$ cat src/rtl/morse_pkg.sv
// Shared types, character codes and the Morse pattern table for the key decoder.
package morse_pkg;

    typedef enum logic [1:0] {
        ST_IDLE  = 2'd0,
        ST_MARK  = 2'd1,
        ST_SPACE = 2'd2
    } state_t;

    localparam logic [5:0] CODE_INVALID     = 6'd63;
    localparam logic [5:0] CODE_DIGIT_BASE  = 6'd0;
    localparam logic [5:0] CODE_LETTER_BASE = 6'd10;

    // bits: LSB is the first symbol sent, 1 = dash; unused upper bits are zero.
    function automatic logic [5:0] morse_lookup(input logic [2:0] len, input logic [4:0] bits);
        logic [5:0] code;
        code = CODE_INVALID;
        case ({len, bits})
            {3'd2, 5'd2}:  code = CODE_LETTER_BASE + 6'd0;
            {3'd4, 5'd1}:  code = CODE_LETTER_BASE + 6'd1;
            {3'd4, 5'd5}:  code = CODE_LETTER_BASE + 6'd2;
            {3'd3, 5'd1}:  code = CODE_LETTER_BASE + 6'd3;
            {3'd1, 5'd0}:  code = CODE_LETTER_BASE + 6'd4;
            {3'd4, 5'd4}:  code = CODE_LETTER_BASE + 6'd5;
            {3'd3, 5'd3}:  code = CODE_LETTER_BASE + 6'd6;
            {3'd4, 5'd0}:  code = CODE_LETTER_BASE + 6'd7;
            {3'd2, 5'd0}:  code = CODE_LETTER_BASE + 6'd8;
            {3'd4, 5'd14}: code = CODE_LETTER_BASE + 6'd9;
            {3'd3, 5'd5}:  code = CODE_LETTER_BASE + 6'd10;
            {3'd4, 5'd2}:  code = CODE_LETTER_BASE + 6'd11;
            {3'd2, 5'd3}:  code = CODE_LETTER_BASE + 6'd12;
            {3'd2, 5'd1}:  code = CODE_LETTER_BASE + 6'd13;
            {3'd3, 5'd7}:  code = CODE_LETTER_BASE + 6'd14;
            {3'd4, 5'd6}:  code = CODE_LETTER_BASE + 6'd15;
            {3'd4, 5'd11}: code = CODE_LETTER_BASE + 6'd16;
            {3'd3, 5'd2}:  code = CODE_LETTER_BASE + 6'd17;
            {3'd3, 5'd0}:  code = CODE_LETTER_BASE + 6'd18;
            {3'd1, 5'd1}:  code = CODE_LETTER_BASE + 6'd19;
            {3'd3, 5'd4}:  code = CODE_LETTER_BASE + 6'd20;
            {3'd4, 5'd8}:  code = CODE_LETTER_BASE + 6'd21;
            {3'd3, 5'd6}:  code = CODE_LETTER_BASE + 6'd22;
            {3'd4, 5'd9}:  code = CODE_LETTER_BASE + 6'd23;
            {3'd4, 5'd13}: code = CODE_LETTER_BASE + 6'd24;
            {3'd4, 5'd3}:  code = CODE_LETTER_BASE + 6'd25;
            {3'd5, 5'd31}: code = CODE_DIGIT_BASE + 6'd0;
            {3'd5, 5'd30}: code = CODE_DIGIT_BASE + 6'd1;
            {3'd5, 5'd28}: code = CODE_DIGIT_BASE + 6'd2;
            {3'd5, 5'd24}: code = CODE_DIGIT_BASE + 6'd3;
            {3'd5, 5'd16}: code = CODE_DIGIT_BASE + 6'd4;
            {3'd5, 5'd0}:  code = CODE_DIGIT_BASE + 6'd5;
            {3'd5, 5'd1}:  code = CODE_DIGIT_BASE + 6'd6;
            {3'd5, 5'd3}:  code = CODE_DIGIT_BASE + 6'd7;
            {3'd5, 5'd7}:  code = CODE_DIGIT_BASE + 6'd8;
            {3'd5, 5'd15}: code = CODE_DIGIT_BASE + 6'd9;
            default:       code = CODE_INVALID;
        endcase
        return code;
    endfunction

endpackage

$ cat src/rtl/morse_tick_gen.sv
// Free-running divider producing a one-cycle timing tick every TICK_DIV clocks.
module morse_tick_gen #(
    parameter int TICK_DIV = 100000
) (
    input  logic clk,
    input  logic rst,
    input  logic clr,
    output logic tick
);
    localparam int CW = (TICK_DIV > 1) ? $clog2(TICK_DIV) : 1;
    localparam logic [CW-1:0] LAST = CW'(TICK_DIV - 1);

    logic [CW-1:0] cnt_q, cnt_d;

    always_comb begin
        cnt_d = cnt_q + 1'b1;
        if (clr || cnt_q == LAST) cnt_d = '0;
    end

    always_ff @(posedge clk or negedge rst) begin
        if (!rst) cnt_q <= '0;
        else      cnt_q <= cnt_d;
    end

    assign tick = (cnt_q == LAST);
endmodule

$ cat src/rtl/morse_key_decoder.sv
// Telegraph key timing decoder: classifies presses into dots/dashes and
// assembles letters into an 8-entry character buffer.
module morse_key_decoder
    import morse_pkg::*;
#(
    parameter int TICK_DIV  = 100000,
    parameter int MIN_T     = 20,
    parameter int DOT_MAX_T = 200,
    parameter int LETTER_T  = 400
) (
    input  logic        clk,
    input  logic        rst,
    input  logic        key_in,
    input  logic        backspace,
    input  logic        clear,
    output logic [4:0]  sym_bits,
    output logic [2:0]  sym_cnt,
    output logic        char_valid,
    output logic [5:0]  char_code,
    output logic [47:0] chars,
    output logic [3:0]  char_cnt,
    output logic        err,
    output logic        sidetone
);
    localparam logic [11:0] MIN_TC      = 12'(MIN_T);
    localparam logic [11:0] DOT_MAX_TC  = 12'(DOT_MAX_T);
    localparam logic [11:0] LETTER_TC   = 12'(LETTER_T);
    localparam logic [11:0] DUR_SAT     = 12'hFFF;

    logic tick;

    state_t      state_q, state_d;
    logic        prev_space_q, prev_space_d;
    logic [11:0] dur_q, dur_d;
    logic        key_q, key_d;
    logic [4:0]  sym_bits_q, sym_bits_d;
    logic [2:0]  sym_cnt_q, sym_cnt_d;
    logic        ovf_q, ovf_d;
    logic        char_valid_q, char_valid_d;
    logic [5:0]  char_code_q, char_code_d;
    logic [47:0] chars_q, chars_d;
    logic [3:0]  char_cnt_q, char_cnt_d;
    logic        err_q, err_d;
    logic        emit;
    logic [5:0]  new_code;

    morse_tick_gen #(.TICK_DIV(TICK_DIV)) u_tick (
        .clk  (clk),
        .rst  (rst),
        .clr  (clear),
        .tick (tick)
    );

    always_comb begin
        state_d      = state_q;
        prev_space_d = prev_space_q;
        dur_d        = dur_q;
        key_d        = key_in;
        sym_bits_d   = sym_bits_q;
        sym_cnt_d    = sym_cnt_q;
        ovf_d        = ovf_q;
        char_valid_d = 1'b0;
        char_code_d  = char_code_q;
        chars_d      = chars_q;
        char_cnt_d   = char_cnt_q;
        err_d        = err_q;
        emit         = 1'b0;
        new_code     = ovf_q ? CODE_INVALID : morse_lookup(sym_cnt_q, sym_bits_q);

        // One counter times both marks and gaps: every key edge restarts it.
        if (key_in != key_q)                  dur_d = '0;
        else if (tick && dur_q != DUR_SAT)    dur_d = dur_q + 12'd1;

        case (state_q)
            ST_IDLE: begin
                if (key_in) begin
                    state_d      = ST_MARK;
                    prev_space_d = 1'b0;
                end
            end
            ST_MARK: begin
                if (!key_in) begin
                    if (dur_q < MIN_TC) begin
                        state_d = prev_space_q ? ST_SPACE : ST_IDLE;
                    end else begin
                        state_d = ST_SPACE;
                        if (sym_cnt_q == 3'd5) begin
                            ovf_d = 1'b1;
                            err_d = 1'b1;
                        end else begin
                            sym_bits_d[sym_cnt_q] = (dur_q >= DOT_MAX_TC);
                            sym_cnt_d             = sym_cnt_q + 3'd1;
                        end
                    end
                end
            end
            ST_SPACE: begin
                if (key_in) begin
                    state_d      = ST_MARK;
                    prev_space_d = 1'b1;
                end else if (dur_q == LETTER_TC) begin
                    emit = 1'b1;
                end
            end
            default: state_d = ST_IDLE;
        endcase

        if (emit) begin
            char_valid_d = 1'b1;
            char_code_d  = new_code;
            chars_d      = {chars_q[41:0], new_code};
            if (char_cnt_q != 4'd8)       char_cnt_d = char_cnt_q + 4'd1;
            if (new_code == CODE_INVALID) err_d = 1'b1;
            sym_bits_d = '0;
            sym_cnt_d  = '0;
            ovf_d      = 1'b0;
            state_d    = ST_IDLE;
        end

        // An emit only happens with symbols pending, so backspace always cancels it.
        if (backspace) begin
            if (sym_cnt_q != 3'd0) begin
                char_valid_d = 1'b0;
                char_code_d  = char_code_q;
                chars_d      = chars_q;
                char_cnt_d   = char_cnt_q;
                sym_bits_d   = '0;
                sym_cnt_d    = '0;
                ovf_d        = 1'b0;
                state_d      = ST_IDLE;
            end else if (char_cnt_q != 4'd0) begin
                chars_d    = {6'd0, chars_q[47:6]};
                char_cnt_d = char_cnt_q - 4'd1;
            end
        end

        if (clear) begin
            state_d      = ST_IDLE;
            prev_space_d = 1'b0;
            dur_d        = '0;
            key_d        = 1'b0;
            sym_bits_d   = '0;
            sym_cnt_d    = '0;
            ovf_d        = 1'b0;
            char_valid_d = 1'b0;
            char_code_d  = '0;
            chars_d      = '0;
            char_cnt_d   = '0;
            err_d        = 1'b0;
        end
    end

    always_ff @(posedge clk or negedge rst) begin
        if (!rst) begin
            state_q      <= ST_IDLE;
            prev_space_q <= 1'b0;
            dur_q        <= '0;
            key_q        <= 1'b0;
            sym_bits_q   <= '0;
            sym_cnt_q    <= '0;
            ovf_q        <= 1'b0;
            char_valid_q <= 1'b0;
            char_code_q  <= '0;
            chars_q      <= '0;
            char_cnt_q   <= '0;
            err_q        <= 1'b0;
        end else begin
            state_q      <= state_d;
            prev_space_q <= prev_space_d;
            dur_q        <= dur_d;
            key_q        <= key_d;
            sym_bits_q   <= sym_bits_d;
            sym_cnt_q    <= sym_cnt_d;
            ovf_q        <= ovf_d;
            char_valid_q <= char_valid_d;
            char_code_q  <= char_code_d;
            chars_q      <= chars_d;
            char_cnt_q   <= char_cnt_d;
            err_q        <= err_d;
        end
    end

    assign sym_bits   = sym_bits_q;
    assign sym_cnt    = sym_cnt_q;
    assign char_valid = char_valid_q;
    assign char_code  = char_code_q;
    assign chars      = chars_q;
    assign char_cnt   = char_cnt_q;
    assign err        = err_q;
    assign sidetone   = key_q;
endmodule

$ cat config.mk
export PLATFORM = sky130hd
export DESIGN_NAME = morse_key_decoder
export DESIGN_NICKNAME = d
export VERILOG_FILES = /design/src/rtl/morse_pkg.sv /design/src/rtl/morse_tick_gen.sv /design/src/rtl/morse_key_decoder.sv
export SDC_FILE = /design/constraint.sdc
export NUM_CORES = 1
export LEC_CHECK = 0
export CAP_MARGIN = 20
export CORE_AREA = 2 2 164 102
export DETAILED_ROUTE_END_ITERATION = 8
export DIE_AREA = 0 0 166 104
export PLACE_DENSITY_LB_ADDON = 0.15
export SYNTH_ARGS = -nofsm -noshare
export SYNTH_HDL_FRONTEND = slang
export SYNTH_SLANG_ARGS = --single-unit
$ cat constraint.sdc
create_clock -name clk -period 2.4 [get_ports clk]
set_input_delay 0.24 -clock clk [delete_from_list [all_inputs] [get_ports clk]]
set_output_delay 0.24 -clock clk [all_outputs]
set_load 0.01 [all_outputs]
==> results.cfg <==
[yosys]
synth_xor_area_frac = 0.03981
synth_ff_type = dfrtp_1
synth_top_area_cell = dfrtp_1
avgSynthCellArea_sq_um = 8.955
yosys_warnings = 0
synthArstFlopShare = 1.000
synth_top_family_by_area = simple AND/OR/NAND/NOR gates
synth_compound_area_frac = 0.1862
synthMuxAreaShare = 0.06844
synth.distinct_cells = 65
synthSimpleGateAreaFrac = 0.2293
synth_area_leaders = dfrtp_1 41%, mux2i_1 6.7%, a22o_1 5.1%
yosysTopAreaCellShare = 0.4143
ys_seq_area_frac = 0.4143
synth_fa_ha_area_frac = 0.01625
ys_seq_elements = 102
syn_nets = 701
synth_edf_count = 0
syn-cell-area_sq_um = 6161
synth_cells = 688

[finish]
fin_cells = 1051
layout_common_cells = 104 x buf_4, 96 x dfrtp_1, 75 x nand2_1
n_fill_cell = 1490
drive_gt1_frac = 0.2173
finish.instance_area_sq_um = 8459
diodes = 0
seqCellArea_sq_um = 2560
syn_to_final_growth_pct = 37.31
layout.nets = 850
multi_input_area_sq_um = 3576
final_common_cell = buf_4

[drt]
totalWireLength_um = 19540
ant_nets = 0
drc_errors = 0
viasPerCell = 5.591
wl_per_cell_um = 18.59
vias = 5876
drt_pass1_iterations = 5
initialDrtViolationCount = 552

[power]
p_clk_frac = 0.378
p_leak_uw = 0.003478
switchingPower_uw = 1181
vdd_ir_drop_max_v = 0.0003549
p_per_area_nw_per_um2 = 467.9
comb_power_share = 0.164
sw_frac_of_total = 0.2983
p_int_uw = 2777
p_seq_frac = 0.458
power_uw = 3958

[floorplanning]
initial_core_util = 0.3897
fp.dieW_um = 166
io_pins = 74
fp-row-count = 36
core_sq_um = 15810
die_h_um = 104
die_area_sq_um = 17260

[flow_run]
cap_violations = 0

[sta]
fmax_mhz = 398.6
grt_setup_unrepaired = true
hold_violations = 0
setup_tns_ns = -0.2200
finalSetupViolations = 5
finalClockSkew_ns = 0.02058
slew_violations = 0
setup_ws_ns = -0.1089
fin_crit_sh = 1.045
fin_crit_ns = 2.509
worst_pin_slew_ns = 0.5151
relSlewSlack = 0.6477

[clock_network]
clk_path_buf_depth = 2
cts_buffers = 9
htreeDepth = 3
clock-sinks = 102
clk_latency_ns = 0.36
cts_tree = yes
clkTransAtPathRegs_ns = 0.09
root_buffer = clkbuf_16

[outcome]
violations = negative setup slack
status = finished, violations left

[place]
place.gp.congestion = 0.8759
place_inst = 1013
port_buffers = 73
dp.final_hpwl_um = 14430
dpl_cell_area_sq_um = 7727

[hold_path]
hp-class = primary input to async pin

[critical_path]
crit_type = flip-flop to flip-flop
required_ns = 2.62
crit_fanout = 5
startpoint_type = flip-flop
rr_endpoint = chars[2]
r2r-start = sym_bits[2]
worstPathArrival_ns = 2.73
r2r_slack_ns = -0.11
reg2reg_depth = 9
cp-end-kind = flip-flop

[global_route]
grtUsageTotal = 0.2273
antenna_found_initial = 0
grt_pass1_wl_um = 31660
grt_pass1_vias = 5573
grt_max_degree = 50
gr-total-overflow = 0
how the worst max path moves through the flow:
| stage | from | to | depth (start not counted) | slack (ns) |
|---|---|---|---|---|
| after floorplan | sym_cnt[1] | chars[2] | 8 | 0.13 |
| after global placement | sym_bits[3] | chars[2] | 9 | -0.61 |
| after detailed placement | sym_bits[3] | chars[2] | 9 | -0.45 |
| after CTS | sym_cnt[2] | chars[2] | 11 | -0.09 |
| after global routing | sym_bits[0] | chars[2] | 11 | -0.17 |
| final | sym_bits[2] | chars[2] | 9 | -0.11 |
through the flow:
| step | hold slack, ns | utilization | setup WS, ns |
|---|---|---|---|
| after floorplan | -0.05559 | - | 0.1312 |
| after global placement | 0.2187 | 0.4888 | -0.6086 |
| after detailed placement | 0.2177 | 0.4888 | -0.4541 |
| after CTS | 0.3760 | 0.5174 | -0.08675 |
| after global routing | 0.4244 | 0.5351 | -0.1655 |
| final | 0.3653 | 0.5351 | -0.1089 |
Yosys cell counts (2+ instances only):
| library cell | n |
|---|---|
| a21boi_0 | 2 |
| a32oi_1 | 4 |
| or4bb_1 | 4 |
| clkbuf_1 | 33 |
| a41oi_1 | 2 |
| nor4bb_1 | 2 |
| buf_1 | 3 |
| inv_1 | 15 |
| and3_1 | 8 |
| a22o_1 | 36 |
| o32ai_1 | 3 |
| or3_1 | 5 |
| a21o_1 | 3 |
| nor2b_1 | 6 |
| dfrtp_1 | 102 |
| a2111oi_0 | 5 |
| o21ai_1 | 3 |
| nor4_1 | 8 |
| nand3b_1 | 5 |
| nand3_1 | 17 |
| nor3_2 | 2 |
| a211oi_1 | 3 |
| a21oi_1 | 22 |
| o21ai_0 | 59 |
| buf_6 | 2 |
| mux2i_1 | 41 |
| nor3_1 | 23 |
| a31oi_1 | 9 |
| buf_2 | 12 |
| nand4_1 | 14 |
| nand2_1 | 75 |
| nand2b_1 | 10 |
| or2_2 | 2 |
| ha_1 | 8 |
| and4_1 | 5 |
| a211oi_2 | 2 |
| xor2_1 | 19 |
| nor2_2 | 2 |
| xnor2_1 | 9 |
| nor4b_1 | 5 |
| nor2_1 | 66 |
| or4_1 | 3 |
| nor3b_1 | 3 |
| o22ai_1 | 5 |
critical path, cell delays in order, from the launching register on:
cell       delay (ns)
dfrtp_2          0.46
buf_4            0.16
or4bb_4          0.52
a2111oi_4        0.33
nor3_2           0.08
nand4_1          0.16
nor4_4           0.07
buf_6            0.14
nor4b_4          0.32
o22ai_1          0.15
kinds of logic after synthesis:
logic type               Yosys count
flip-flops                       102
XOR/XNOR                          28
adder cells (fa/ha/maj)            8
buffers and inverters             66
multiplexers                      42
AO/OA/AOI/OAI                    170
AND/OR/NAND/NOR                  272
layout make-up:
class                           count  share of cell area
Clock buffer                       11             0.02988
Clock inverter                      5            0.005768
Inverter                           15            0.007100
Multi-Input combinational cell    521              0.4227
Sequential cell                   102              0.3026
Tap cell                          209             0.03091
Timing Repair Buffer              188              0.2010
timing repair:
item | in CTS | in global routing
hold buffers | 1 | 0
endpoints found under the setup margin | 18 | 19
gates cloned | 1 | 0
resized for setup | 22 | 31
setup buffers | 4 | 17
endpoints found under the hold margin | 31 | 0
pin swaps | 6 | 16
power groups by stage:
stage	clock, uW	sequential, uW	combinational [uW]
2_1_floorplan	0	1830	388
3_3_place_gp	0	1840	635
3_5_place_dp	0	1840	646
4_1_cts	1540	1810	649
5_1_grt	1610	1820	730
6_report	1500	1810	651
state kept, by name (all words and copies together) (netlist names):
register and count:
char_cnt 4, char_code 6, char_valid 1, chars 48, dur_q 12, err 1
ovf_q 1, prev_space_q 1, sidetone 1, state_q 2, sym_bits 5, sym_cnt 3
u_tick.cnt_q 17
per-layer routing:
metal | wire, um | GRT usage
met1 | 10530 | 0.3753
met5 | 0 | 0
met4 | 71 | 0.03168
met3 | 921 | 0.03805
met2 | 8017 | 0.3097
Power figures use the tool's default switching activity.
